==> config.mk <==
export PLATFORM = sky130hd
export DESIGN_NAME = bit_serial_adder
export DESIGN_NICKNAME = d
export VERILOG_FILES = /design/src/rtl/bsa_pkg.sv /design/src/rtl/bsa_full_adder.sv /design/src/rtl/bit_serial_adder.sv
export SDC_FILE = /design/constraint.sdc
export NUM_CORES = 1
export LEC_CHECK = 0
export CORE_MARGIN = 2
export CORE_UTILIZATION = 43
export DETAILED_ROUTE_END_ITERATION = 10
export GPL_TIMING_DRIVEN = 0
export PLACE_DENSITY = 0.69
export RECOVER_POWER = 25
export REMOVE_ABC_BUFFERS = 1
export SYNTH_ARGS = -nofsm -noshare
export SYNTH_HDL_FRONTEND = slang
export SYNTH_HIERARCHICAL = 1
export SYNTH_SLANG_ARGS = --single-unit
==> constraint.sdc <==
create_clock -name clk -period 1.2 [get_ports clk]
set_clock_uncertainty 0.15 [all_clocks]
set_input_delay 0.24 -clock clk [delete_from_list [all_inputs] [get_ports clk]]
set_output_delay 0.24 -clock clk [all_outputs]
set_load 0.01 [all_outputs]
==> src/rtl/bsa_pkg.sv <==
// Shared constants for the bit-serial adder: default width, counter sizing and mode encodings.
package bsa_pkg;

  localparam int unsigned BSA_WIDTH = 8;

  // Counter must reach WIDTH itself, which marks idle/done.
  function automatic int unsigned bsa_cnt_w(input int unsigned w);
    return $clog2(w + 1);
  endfunction

  localparam int unsigned CNT_W = bsa_cnt_w(BSA_WIDTH);

  localparam logic MODE_LOAD = 1'b1;
  localparam logic MODE_RUN  = 1'b0;

endpackage

==> src/rtl/bsa_full_adder.sv <==
// Single-bit combinational full adder used as the serial arithmetic core.
module bsa_full_adder (
  input  logic a,
  input  logic b,
  input  logic cin,
  output logic s,
  output logic cout
);

  assign s    = a ^ b ^ cin;
  assign cout = (a & b) | (a & cin) | (b & cin);

endmodule

==> src/rtl/bit_serial_adder.sv <==
// WIDTH-bit adder computed LSB-first, one bit per clock through one full adder.
// Define BSA_DONE_EN to add a `done` output that is high while the counter sits at WIDTH.
module bit_serial_adder
  import bsa_pkg::*;
#(
  parameter int unsigned WIDTH = BSA_WIDTH
) (
  input  logic             clk,
  input  logic             reset,
  input  logic             mode,
  input  logic [WIDTH-1:0] A,
  input  logic [WIDTH-1:0] B,
  output logic [WIDTH-1:0] Sum,
  output logic             Cout
`ifdef BSA_DONE_EN
  ,
  output logic             done
`endif
);

  localparam int unsigned CntW = bsa_cnt_w(WIDTH);
  localparam logic [CntW-1:0] CntFull = CntW'(WIDTH);

  logic [WIDTH-1:0] sh_a_q, sh_a_d;
  logic [WIDTH-1:0] sh_b_q, sh_b_d;
  logic [WIDTH-1:0] sum_q, sum_d;
  logic             carry_q, carry_d;
  logic [CntW-1:0]  cnt_q, cnt_d;
  logic             fa_s, fa_cout;

  bsa_full_adder u_fa (
    .a    (sh_a_q[0]),
    .b    (sh_b_q[0]),
    .cin  (carry_q),
    .s    (fa_s),
    .cout (fa_cout)
  );

  always_comb begin
    sh_a_d  = sh_a_q;
    sh_b_d  = sh_b_q;
    sum_d   = sum_q;
    carry_d = carry_q;
    cnt_d   = cnt_q;
    if (mode == MODE_LOAD) begin
      // A load always wins over an in-flight add, discarding its partial state.
      sh_a_d  = A;
      sh_b_d  = B;
      sum_d   = '0;
      carry_d = 1'b0;
      cnt_d   = '0;
    end else if (cnt_q < CntFull) begin
      sh_a_d  = {1'b0, sh_a_q[WIDTH-1:1]};
      sh_b_d  = {1'b0, sh_b_q[WIDTH-1:1]};
      sum_d   = {fa_s, sum_q[WIDTH-1:1]};
      carry_d = fa_cout;
      cnt_d   = cnt_q + CntW'(1);
    end
  end

  always_ff @(posedge clk) begin
    if (!reset) begin
      sh_a_q  <= '0;
      sh_b_q  <= '0;
      sum_q   <= '0;
      carry_q <= 1'b0;
      cnt_q   <= CntFull;
    end else begin
      sh_a_q  <= sh_a_d;
      sh_b_q  <= sh_b_d;
      sum_q   <= sum_d;
      carry_q <= carry_d;
      cnt_q   <= cnt_d;
    end
  end

  assign Sum  = sum_q;
  assign Cout = carry_q;

`ifdef BSA_DONE_EN
  assign done = (cnt_q == CntFull);
`endif

endmodule

==> impl_metrics.json <==
{
  "worstSetupPathType": "flip-flop to flip-flop",
  "path_cells": "fa_1 > mux2i_1 > nor2_1",
  "drv_cap": 0,
  "period_share": 1.030,
  "synth.distinct_cells": 21,
  "r2r_setup_slack_ps": -40,
  "slowest_delay_ps": 460,
  "vdd_drop_max_mv": 0.8987,
  "critPathCaptureType": "flip-flop",
  "grt_pass1_vias": 824,
  "worst_ep_arrival_time_ps": 1290,
  "min_to": "cnt_q[3]",
  "synth-edff-count": 0,
  "dp_cells": 169,
  "rows": 19,
  "grtUsageTotal": 0.1402,
  "postRouteWirelength_um": 2082,
  "worst_slew_pin_slew_ps": 518.5,
  "clock_latency_ps": 320,
  "finalNetCount": 175,
  "syn_area_um2": 1209,
  "wl_per_cell_um": 11.19,
  "synth-seq-cells": 29,
  "cts-root-buf": "clkbuf_4",
  "num_io_pins": 28,
  "dpl.hpwl_um": 1371,
  "syn_area_per_cell_um2": 10.24,
  "cts_tree": "done",
  "slew_headroom": 0.6543,
  "leakagePower_nw": 0.7429,
  "slowest_stage": "fa_1",
  "postCtsHoldBufs": 0,
  "cp.buffers_inverters": 0,
  "async_reset_ff_frac": 0,
  "holdWs_ps": 325.5,
  "startpoint": "sh_a_q[0]",
  "die_area_um2": 3251,
  "numCtsBuffers": 5,
  "cp-start-kind": "flip-flop",
  "rsz0062_at_grt": "yes",
  "synth_cells": 118,
  "outcome": "finished with violations",
  "clockBufferDepth": 2,
  "drive_above_1_share": 0.2645,
  "power_density_nw_per_um2": 1276,
  "area_growth_pct": 34.78,
  "ant_nets": 0,
  "grt_overflow": 0,
  "drv_slew": 0,
  "violations": "negative setup slack",
  "hp-class": "input port to flip-flop",
  "worstPathMaxFanout": 2,
  "grt_pass1_wl_um": 3415,
  "seq_area_frac_synth": 0.4803,
  "drt_iter0_drc": 10,
  "synth_warnings": 6,
  "fmax_ghz": 0.8092,
  "dr.pass1.iters": 4,
  "reg2reg_from": "sh_a_q[0]",
  "clkTransAtPathRegs_ps": 80,
  "ff2ff_path_depth": 3,
  "fill_cells": 241,
  "vias": 902,
  "final_cell_count_no_fill": 186,
  "viasPerCell": 4.849,
  "critPathTopFamily": "adder cells",
  "min_from": "mode",
  "fin_ws_ps": -35.81,
  "cp_data_required_time_ps": 1260,
  "cts_htree_levels": 2,
  "coreArea_um2": 2710,
  "cts.sinks": 29,
  "r2r-end": "Sum[7]",
  "min_period_ps": 1236,
  "postLayoutCoreUtil": 0.6011,
  "antenna_found_initial": 0,
  "gp_congestion": 0.7131,
  "drc": 0,
  "synth_flop_cell": "dfxtp_1",
  "whs_path_depth": 2,
  "hold_viol": 0,
  "grt_max_degree": 19,
  "n_antenna_cell": 0,
  "portBuffers": 27,
  "start_util": 0.4460,
  "die_height_um": 57.02,
  "die_w_um": 57.02,
  "setup_viol_count_final": 1
}
[how the worst max path moves through the flow]
stage	endpoint	slack, ps	cells past startpoint
5_1_grt	Sum[7]	-70	3
6_report	Sum[7]	-40	3
3_3_place_gp	cnt_q[2]	-860	3
2_1_floorplan	cnt_q[2]	-620	3
4_1_cts	Sum[7]	-50	3
3_5_place_dp	Sum[4]	-600	4
[power by group]
part	switching, W	internal, W
registers	0.0000267	0.00101
clock network	0.000316	0.000497
logic	0.000103	0.000130
[logic make-up after synthesis]
| kind of cell | synth area share |
|---|---|
| simple gates | 0.07143 |
| mux | 0.1988 |
| compound gates | 0.1398 |
| flops | 0.4803 |
| fa+ha+maj | 0.02691 |
| xor+xnor | 0.01450 |
| buf+inv | 0.06832 |
[layer usage]
metal	vias up	track usage	part of all wire
li1	477	-	-
met1	389	0.1521	0.44
met2	32	0.2250	0.47
met3	4	0.06576	0.081
met4	0	0.07973	0.015
met5	-	0	0
[synthesized netlist by cell type (2+ instances only)]
cell	instances	area share
dfxtp_1	29	0.48
o21ai_0	8	0.033
buf_6	3	0.028
a21oi_2	2	0.014
a21oi_1	12	0.050
nand2_1	4	0.012
mux2i_1	24	0.20
nor2_1	12	0.037
o21ai_1	9	0.037
buf_4	2	0.012
and2_1	2	0.010
buf_2	2	0.0083
[cells in the final DEF (no fill, tap or decap), drive strengths merged]
cell type | netlist | routed
mux2i | 24 | 24
a21oi | 14 | 14
and2 | 2 | 2
dlygate4sd2 | 0 | 2
xor2 | 1 | 1
clkbuf | 0 | 7
clkdlybuf4s50 | 0 | 16
inv | 1 | 2
xnor2 | 1 | 1
and2b | 1 | 1
ha | 1 | 1
a31oi | 1 | 1
nand2 | 5 | 5
buf | 8 | 18
fa | 1 | 1
dfxtp | 29 | 29
o21ai | 17 | 17
bufinv | 0 | 1
nor2 | 12 | 12
[flip-flops by register name (all words and copies together), names as in the netlist]
register	cells
sh_b_q	8
sh_a_q	8
Sum	8
Cout	1
cnt_q	4
[final cells by class]
type / count / area [µm²] / area share
Inverter: 1 / 8.758 / 0.005376
Tap cell: 31 / 38.79 / 0.02381
Timing Repair inverter: 1 / 3.754 / 0.002304
Clock inverter: 1 / 30.03 / 0.01843
Timing Repair Buffer: 36 / 350.3 / 0.2151
Clock buffer: 7 / 55.05 / 0.03379
Multi-Input combinational cell: 80 / 545.5 / 0.3349
Sequential cell: 29 / 596.8 / 0.3664
[timing repair]
| action | in CTS | in global routing |
|---|---|---|
| setup buffers | 8 | 0 |
| endpoints found under the hold margin | 0 | 0 |
| pin swaps | 0 | 0 |
| setup endpoints to repair | 38 | 11 |
| cloned | 1 | 0 |
| gates resized for setup | 53 | 8 |
[stage by stage]
step | area, µm² | TNS (ps) | total power (W) | worst slack [ps]
final | 1629 | -35.81 | 0.002079 | -35.81
after global routing | 1629 | -230.1 | 0.002198 | -65.56
after CTS | 1595 | -47.26 | 0.002125 | -45.96
after detailed placement | 1466 | -14570 | 0.001291 | -600.0
after global placement | 1439 | -22020 | 0.001275 | -861.5
after floorplan | 1130 | -14480 | 0.001184 | -617.8
Note: power is estimated with default switching activity, not from simulation.
